### src/rtl/wasm_branch_unwinder.sv
// Branch unwinder for br/br_if/br_table: resolves the target label, slides the
// branch results down the operand stack, pops labels and returns the target PC.

package wasm_branch_unwinder_pkg;

  localparam int unsigned LBL_PC_W  = 32;
  localparam int unsigned LBL_OSP_W = 16;
  localparam int unsigned ARITY_W   = 8;

  // One label-stack entry as presented on the branch_target port.
  typedef struct packed {
    logic [LBL_PC_W-1:0]  target_pc;
    logic [LBL_OSP_W-1:0] stack_height;
    logic [ARITY_W-1:0]   arity;
    logic                 is_loop;
  } label_entry_t;

endpackage

module wasm_branch_unwinder
  import wasm_branch_unwinder_pkg::*;
#(
  parameter int unsigned VALUE_W = 64,
  parameter int unsigned OSP_W   = 16,
  parameter int unsigned PC_W    = 32
) (
  input  logic               clk,
  input  logic               rst,
  input  logic               req_valid,
  output logic               req_ready,
  input  logic [7:0]         req_depth,
  output logic [7:0]         lbl_depth,
  input  label_entry_t       lbl_target,
  input  logic [7:0]         lbl_sp,
  output logic               lbl_pop_en,
  input  logic [OSP_W-1:0]   osp,
  output logic [OSP_W-1:0]   os_rd_addr,
  input  logic [VALUE_W-1:0] os_rd_data,
  output logic               os_wr_en,
  output logic [OSP_W-1:0]   os_wr_addr,
  output logic [VALUE_W-1:0] os_wr_data,
  output logic               os_set_sp_en,
  output logic [OSP_W-1:0]   os_set_sp_value,
  output logic               done,
  output logic               trap,
  output logic [PC_W-1:0]    target_pc
);

  localparam int unsigned HK_W = OSP_W + 1;

  typedef enum logic [2:0] {
    S_IDLE,
    S_LOOKUP,
    S_COPY_RD,
    S_COPY_WR,
    S_COMMIT
  } state_t;

  state_t             state;
  logic [OSP_W-1:0]   h_q;
  logic [ARITY_W-1:0] k_q;
  logic [OSP_W-1:0]   osp_q;
  logic [ARITY_W-1:0] idx_q;

  logic [ARITY_W-1:0] k_c;
  logic [HK_W-1:0]    hk_c;
  logic               trap_c;
  logic [ARITY_W:0]   idx_next_c;

  // Branch arity, unwound height and fault detection from the live label entry.
  always_comb begin
    k_c        = lbl_target.is_loop ? '0 : lbl_target.arity;
    hk_c       = HK_W'(lbl_target.stack_height) + HK_W'(k_c);
    trap_c     = (lbl_depth >= lbl_sp) || (HK_W'(osp) < hk_c);
    idx_next_c = (ARITY_W+1)'(idx_q) + (ARITY_W+1)'(1);
  end

  // Read data arrives in COPY_WR, the same cycle the write strobe is up.
  assign os_wr_data = os_rd_data;

  // Unwind sequencer with registered strobes.
  always_ff @(posedge clk) begin
    if (rst) begin
      state           <= S_IDLE;
      req_ready       <= 1'b1;
      lbl_depth       <= '0;
      lbl_pop_en      <= 1'b0;
      os_rd_addr      <= '0;
      os_wr_en        <= 1'b0;
      os_wr_addr      <= '0;
      os_set_sp_en    <= 1'b0;
      os_set_sp_value <= '0;
      done            <= 1'b0;
      trap            <= 1'b0;
      target_pc       <= '0;
      h_q             <= '0;
      k_q             <= '0;
      osp_q           <= '0;
      idx_q           <= '0;
    end else begin
      lbl_pop_en   <= 1'b0;
      os_wr_en     <= 1'b0;
      os_set_sp_en <= 1'b0;
      done         <= 1'b0;
      trap         <= 1'b0;

      case (state)
        S_IDLE: begin
          if (req_valid) begin
            lbl_depth <= req_depth;
            req_ready <= 1'b0;
            state     <= S_LOOKUP;
          end
        end

        S_LOOKUP: begin
          h_q   <= OSP_W'(lbl_target.stack_height);
          k_q   <= k_c;
          osp_q <= osp;
          idx_q <= '0;
          if (trap_c) begin
            done      <= 1'b1;
            trap      <= 1'b1;
            req_ready <= 1'b1;
            state     <= S_IDLE;
          end else if ((HK_W'(osp) == hk_c) || (k_c == '0)) begin
            target_pc       <= PC_W'(lbl_target.target_pc);
            lbl_pop_en      <= 1'b1;
            os_set_sp_en    <= 1'b1;
            os_set_sp_value <= OSP_W'(hk_c);
            done            <= 1'b1;
            state           <= S_COMMIT;
          end else begin
            target_pc  <= PC_W'(lbl_target.target_pc);
            os_rd_addr <= osp - OSP_W'(k_c);
            state      <= S_COPY_RD;
          end
        end

        S_COPY_RD: begin
          os_wr_en   <= 1'b1;
          os_wr_addr <= h_q + OSP_W'(idx_q);
          state      <= S_COPY_WR;
        end

        S_COPY_WR: begin
          if (idx_next_c < (ARITY_W+1)'(k_q)) begin
            idx_q      <= ARITY_W'(idx_next_c);
            os_rd_addr <= osp_q - OSP_W'(k_q) + OSP_W'(idx_next_c);
            state      <= S_COPY_RD;
          end else begin
            lbl_pop_en      <= 1'b1;
            os_set_sp_en    <= 1'b1;
            os_set_sp_value <= h_q + OSP_W'(k_q);
            done            <= 1'b1;
            state           <= S_COMMIT;
          end
        end

        S_COMMIT: begin
          req_ready <= 1'b1;
          state     <= S_IDLE;
        end

        default: begin
          req_ready <= 1'b1;
          state     <= S_IDLE;
        end
      endcase
    end
  end

endmodule

### config.mk
export PLATFORM = sky130hd
export DESIGN_NAME = wasm_branch_unwinder
export DESIGN_NICKNAME = d
export VERILOG_FILES = /design/src/rtl/wasm_branch_unwinder.sv
export SDC_FILE = /design/constraint.sdc
export NUM_CORES = 1
export LEC_CHECK = 0
export CAP_MARGIN = 20
export CORE_MARGIN = 1
export CORE_UTILIZATION = 47
export DETAILED_ROUTE_END_ITERATION = 10
export GPL_ROUTABILITY_DRIVEN = 0
export PLACE_DENSITY = 0.78
export SYNTH_ARGS = -nofsm -noshare
export SYNTH_HDL_FRONTEND = slang
export SYNTH_SLANG_ARGS = --single-unit
### constraint.sdc
create_clock -name clk -period 5.8 [get_ports clk]
set_input_delay 0.87 -clock clk [delete_from_list [all_inputs] [get_ports clk]]
set_output_delay 0.87 -clock clk [all_outputs]
set_load 0.01 [all_outputs]
Yosys cells after proc, flatten, opt, wreduce, memory -nomap -nowiden:

Index checks and enable logic that the tools add are counted.

* register bits after elaboration: 144
* output and inout port bits: 158
* logic and storage cells: 79

* $add $sub $neg: 7
* magnitude comparators: 3
* eq/ne operators: 11
* mux-type cells: 27
* bitwise logic cells: 3
* reduce and logical (&&, ||, !) cells: 13

Operators with widths (count)
* $mux W16: 6
* $pmux W16 S2: 2
* $add A16 B8 Y16: 2
* $sub A16 B8 Y16: 2
* $add A16 B8 Y17: 1
* $eq A16 B17 Y1: 1
* $lt A16 B17 Y1: 1
* $add A16 B9 Y16: 1
* $mux W8: 2
* $pmux W8 S2: 1
* $ne A2 B2 Y1 const B: 7
* $mux W3: 4
* $pmux W3 S4: 1
* $add A8 B1 Y9 const B: 1
* $lt A9 B8 Y1: 1
* $ge A8 B8 Y1: 1
* $logic_not A8 Y1: 1
* $mux W1: 8
* $reduce_and A4 Y1: 2
* $eq A3 B2 Y1 const B: 2
* $reduce_and A2 Y1: 3
* $pmux W1 S2: 2
* $reduce_or A2 Y1: 2
* $eq A3 B1 Y1 const B: 1
* 6 further kinds: 9

Depth between registers and ports, before layout:

* depth in word-level cells: 7
* mapped depth: 18
* mapped depth without buffers: 17

Least setup slack after synthesis:

OpenSTA, ideal clock, no wires.

* path type: input-to-reg
* from: input port lbl_target[1] (netlist name)
* to: register os_set_sp_value[7]
* arrival time: 4.227 ns
* slack: 1.439 ns
* cell stages on the path: 17
* path buffers: 1
* path through: nor2b_1 -> ha_1 -> inv_1 -> fa_1 -> nor2b_1 -> o31a_1 -> o2111ai_1 -> xor2_1 -> ha_1 -> nand3_1 -> nor4_1 -> nand4_1 -> o21ai_1 -> nand4_1 -> buf_2 -> a221oi_1 -> nor3_1

* cells in the longest elaborated chain, start to end: 6
* elaborated cells between the ends (all ways): 13
* classes of those cells: 1 x add/sub; 1 x order compare; 3 x eq/ne; 4 x mux; 4 x reduce/logical

Ends and longest elaborated chain
* start: declaration: RTL line 33 `input label_entry_t lbl_target,`
* $mux W8 (*): RTL line 72 `k_c = lbl_target.is_loop ? '0 : lbl_target.arity;`
* $add A16 B8 Y17: RTL line 73 `hk_c = HK_W'(lbl_target.stack_height) + HK_W'(k_c);`
* $lt A16 B17 Y1 or $eq A16 B17 Y1 (tied branches): RTL line 74, 126
* $logic_or A1 B1 Y1 (on tied branches): RTL line 74, 126
* $ne A2 B2 Y1 (no line)
* $reduce_and A4 Y1 (no line)
* end signal: assignment: RTL line 130 `os_set_sp_value <= OSP_W'(hk_c);`
* end signal: assignment: RTL line 154 `os_set_sp_value <= h_q + OSP_W'(k_q);`
* end: declaration: RTL line 43 `output logic [OSP_W-1:0] os_set_sp_value,`

Every way passes the cells marked *; elsewhere a longest branch is shown, timed or not. The select of a mux whose other input is x is not followed.
A chain may end at the register's enable or synchronous reset.

Worst setup path in the final report:

* from: input port lbl_target[0] (netlist name)
* to: register os_set_sp_value[9]

* cells in the longest elaborated chain, start to end: 6
* elaborated cells between the ends (all ways): 13
* classes of those cells: 1 x add/sub; 1 x order compare; 3 x eq/ne; 4 x mux; 4 x reduce/logical

Ends and longest elaborated chain
* $mux W8 (*): RTL line 72
* net k_c[0]: RTL line 65 `logic [ARITY_W-1:0] k_c;`
* $add A16 B8 Y17: RTL line 73
* $lt A16 B17 Y1 or $eq A16 B17 Y1 (tied branches): RTL line 74, 126
* $logic_or A1 B1 Y1 (on tied branches): RTL line 74, 126
* $ne A2 B2 Y1 (no line)
* $reduce_and A4 Y1 (no line)

Mark *: on every way through the listed nets, which the timed path passes. The rest lies on a longest branch. The select of a mux whose other input is x is not followed.

==> metrics.txt <==
status=finished, final reports clean; Area Growth Syn to Fin=22.20%; Netlist cell types=66; skew final=9.149 ps; crit path DAT=5540 ps; Pwr Total=0.002713 W; Synth top area share=29.77%; Final #Nets=1550; count leader, synth=nand2_1; max_cap viols=0; post-synthesis cell count=1196; fin crit period=5219 ps; die span in y=145.5 um; number of cells upsized or downsized after cts=0; setup violators final=0; Num CTS Buffers=17; Adder-Cell Fraction of Synth Area=12.95%; hold buffer count at CTS=0; worst-path cell chain=clkdlybuf4s50_1 > nor2b_1 > ha_1 > inv_1 > fa_1 > nor2b_1 > o31a_1 > o211ai_1 > xor2_1 > ha_1 > nand4_1 > nor4_1 > nand4_1 > o21ai_1 > nand4_1 > and4_1 > a31o_2; Iteration-0 DRC Markers=627; Most Frequent Cell on Critical Path=nand4_1; pwr dens=229.3 nW/um^2; HP Class=reg2reg; Tot GR Track Use=27.55%; max-slew violations=0; XOR/XNOR Fraction of Synth Area=5.426%; relative slew slack=32.09%; mux share of post-synthesis cell area=3.618%; global route total overflow=0; post-detail-place hpwl=22030 um; CP Launch Type=input pin; Crit Path Category=in2reg; Vias=9185; Fillers=1787; clk sinks=144; synth cell count leaders=157 x nand2_1, 144 x dfxtp_1, 117 x a21oi_1, 87 x nor2_1, 81 x ha_1; first-pass GRT wire length=46220 um; Max Clock Freq=0.1916 GHz; cell leakage power=4.817 nW; Main synth FF type=dfxtp_1; CP required=6120 ps; Cell Rows=52; final hold violation count=0; setup TNS=0 ps; largest net degree at the start of global routing=61; Post-synth EDFFs=0; post-route DRC violation count=0; number of diodes=0; htree depth=4; worst slack at placement=194.1 ps; Max FO, Critical Path=9; CTS root buf=clkbuf_16; routed len/inst=18.45 um; Yosys reg bits=144; CP top delay family=simple AND/OR/NAND/NOR gates; simple-gate share of the synthesized area=19.43%; Least-Margin Pin Slew=1011 ps; hold slack=451.4 ps; die width=145.5 um; syn avg cell area=8.097 um^2; Crit path buffers/inverters=2; post-DR vias/cell=5.802; part of the cycle the worst path needs=89.98%; worst vdd ir=0.0001847 V; synthesized area=9684 um^2; syn nets=1445; CTS tree=built; ys async rst share=0%; clock buffer depth=2; Synth Area in Compound Gates=19.52%; clk_lat worst skew=430 ps; drt pass-1 iters=6; Setup crit end kind=register; final wirelength=29200 um; Post-CTS Setup Repair Bufs=0; initial antenna violation count=0; Syn. warnings=0; Initial Util=47.86%; area leader, netlist=dfxtp_1; die area=21180 um^2; Core ar.=20230 um^2; I/O pins=314; vias in the first global route=8788; DRT antenna net count=0; I/O Buffers=185; synth top area cells=dfxtp_1 30%, ha_1 10%, nand2_1 6.1%; Max stage delay on crit path=530 ps; clk slew on worst S/H paths=60 ps; share of cells above drive strength 1=5.255%; unrepaired setup endpoints after global routing=no; Seq/Total Area, Yosys=29.77%; final setup margin=580.9 ps; slowest stage cell, crit path=clkdlybuf4s50_1; largest family of logic cells by synthesized area=compound AO/OA/AOI/OAI gates
cells in the final DEF (no fill, tap or decap), types with 14 or more instances in the layout:
master	netlist	final
mux2i_1	35	35
xor2_1	31	31
ha_1	81	81
dfxtp_1	144	144
xnor2_1	29	29
buf_4	67	16
clkbuf_16	0	17
inv_1	53	53
o21a_1	14	14
and3_1	19	19
nor3_1	33	31
o21ai_0	47	47
nand2_1	157	157
a211oi_1	26	26
nand2b_1	16	16
nand3_1	34	34
nor2_1	87	87
clkdlybuf4s50_1	0	184
a21oi_1	117	117
where the power goes:
part | switching [W] | total [W] | internal [W] | leakage (nW)
Combinational | 0.000347 | 0.000638 | 0.000292 | 3.39
Sequential | 0.0000354 | 0.00106 | 0.00103 | 1.17
Clock | 0.000453 | 0.00101 | 0.000558 | 0.260
Total | 0.000835 | 0.00271 | 0.00188 | 4.82
worst reg2reg max path, cell delays in order (launching register included):
cell      delay [ps]
dfxtp_1          530
ha_1             300
nand3_1          140
nor2_1           320
xor2_1           290
fa_1             460
ha_1             400
a21oi_1          290
o21ai_0          170
or3_1            310
o21ai_0          350
xnor2_1          120
o221ai_1         250
a21oi_1          100
metal layers:
| metal | wire length (um) | up-vias | GRT usage, % |
|---|---|---|---|
| met2 | 13550 | 397 | 45.43 |
| met1 | 12250 | 4319 | 35.20 |
| li1 | - | 4374 | - |
| met3 | 2250 | 95 | 4.420 |
| met4 | 1152 | 0 | 13.05 |
| met5 | 0 | - | 0 |
per-stage QoR:
step	instances	instance area (um^2)	utilization, %
2_1_floorplan	1196	9684	-
3_5_place_dp	1552	11300	55.86
4_1_cts	1583	11830	58.48
3_3_place_gp	1552	11300	55.86
5_1_grt	1583	11830	58.48
6_report	1583	11830	58.48
layout make-up:
type	count	area (um^2)	share of cell area, %
Clock inverter	12	87.58	0.7401
Multi-Input combinational cell	885	5922	50.04
Inverter	53	198.9	1.681
Sequential cell	144	2883	24.36
Clock buffer	19	442.9	3.743
Timing Repair Buffer	200	1962	16.58
Tap cell	270	337.8	2.855
cells by family (layout without fill, tap and decap cells):
group | count (synthesis) | count (layout)
adder cells (fa/ha/maj) | 93 | 93
XOR/XNOR | 60 | 60
AO/OA/AOI/OAI | 296 | 296
AND/OR/NAND/NOR | 401 | 401
flip-flops | 144 | 144
buffers and inverters | 167 | 284
multiplexers | 35 | 35
flip-flops by register name, summed over array words and instances (netlist names), 3 cells and up:
register and cells:
h_q 16, osp_q 16, os_wr_addr 16, lbl_depth 8, k_q 8, os_set_sp_value 16
os_rd_addr 16, state 3, idx_q 8, target_pc 32
path summary, 6_finish.rpt:
path,end,slack (ps),cells past startpoint,startpoint
setup / recovery,os_set_sp_value[9],580,17,lbl_target[0]
hold / removal,os_wr_addr[3],450,2,os_wr_addr[3]
setup reg to reg,os_rd_addr[13],1610,13,idx_q[0]
hold reg to reg,os_wr_addr[3],450,2,os_wr_addr[3]
No activity file was read; power rests on OpenSTA's default activity.
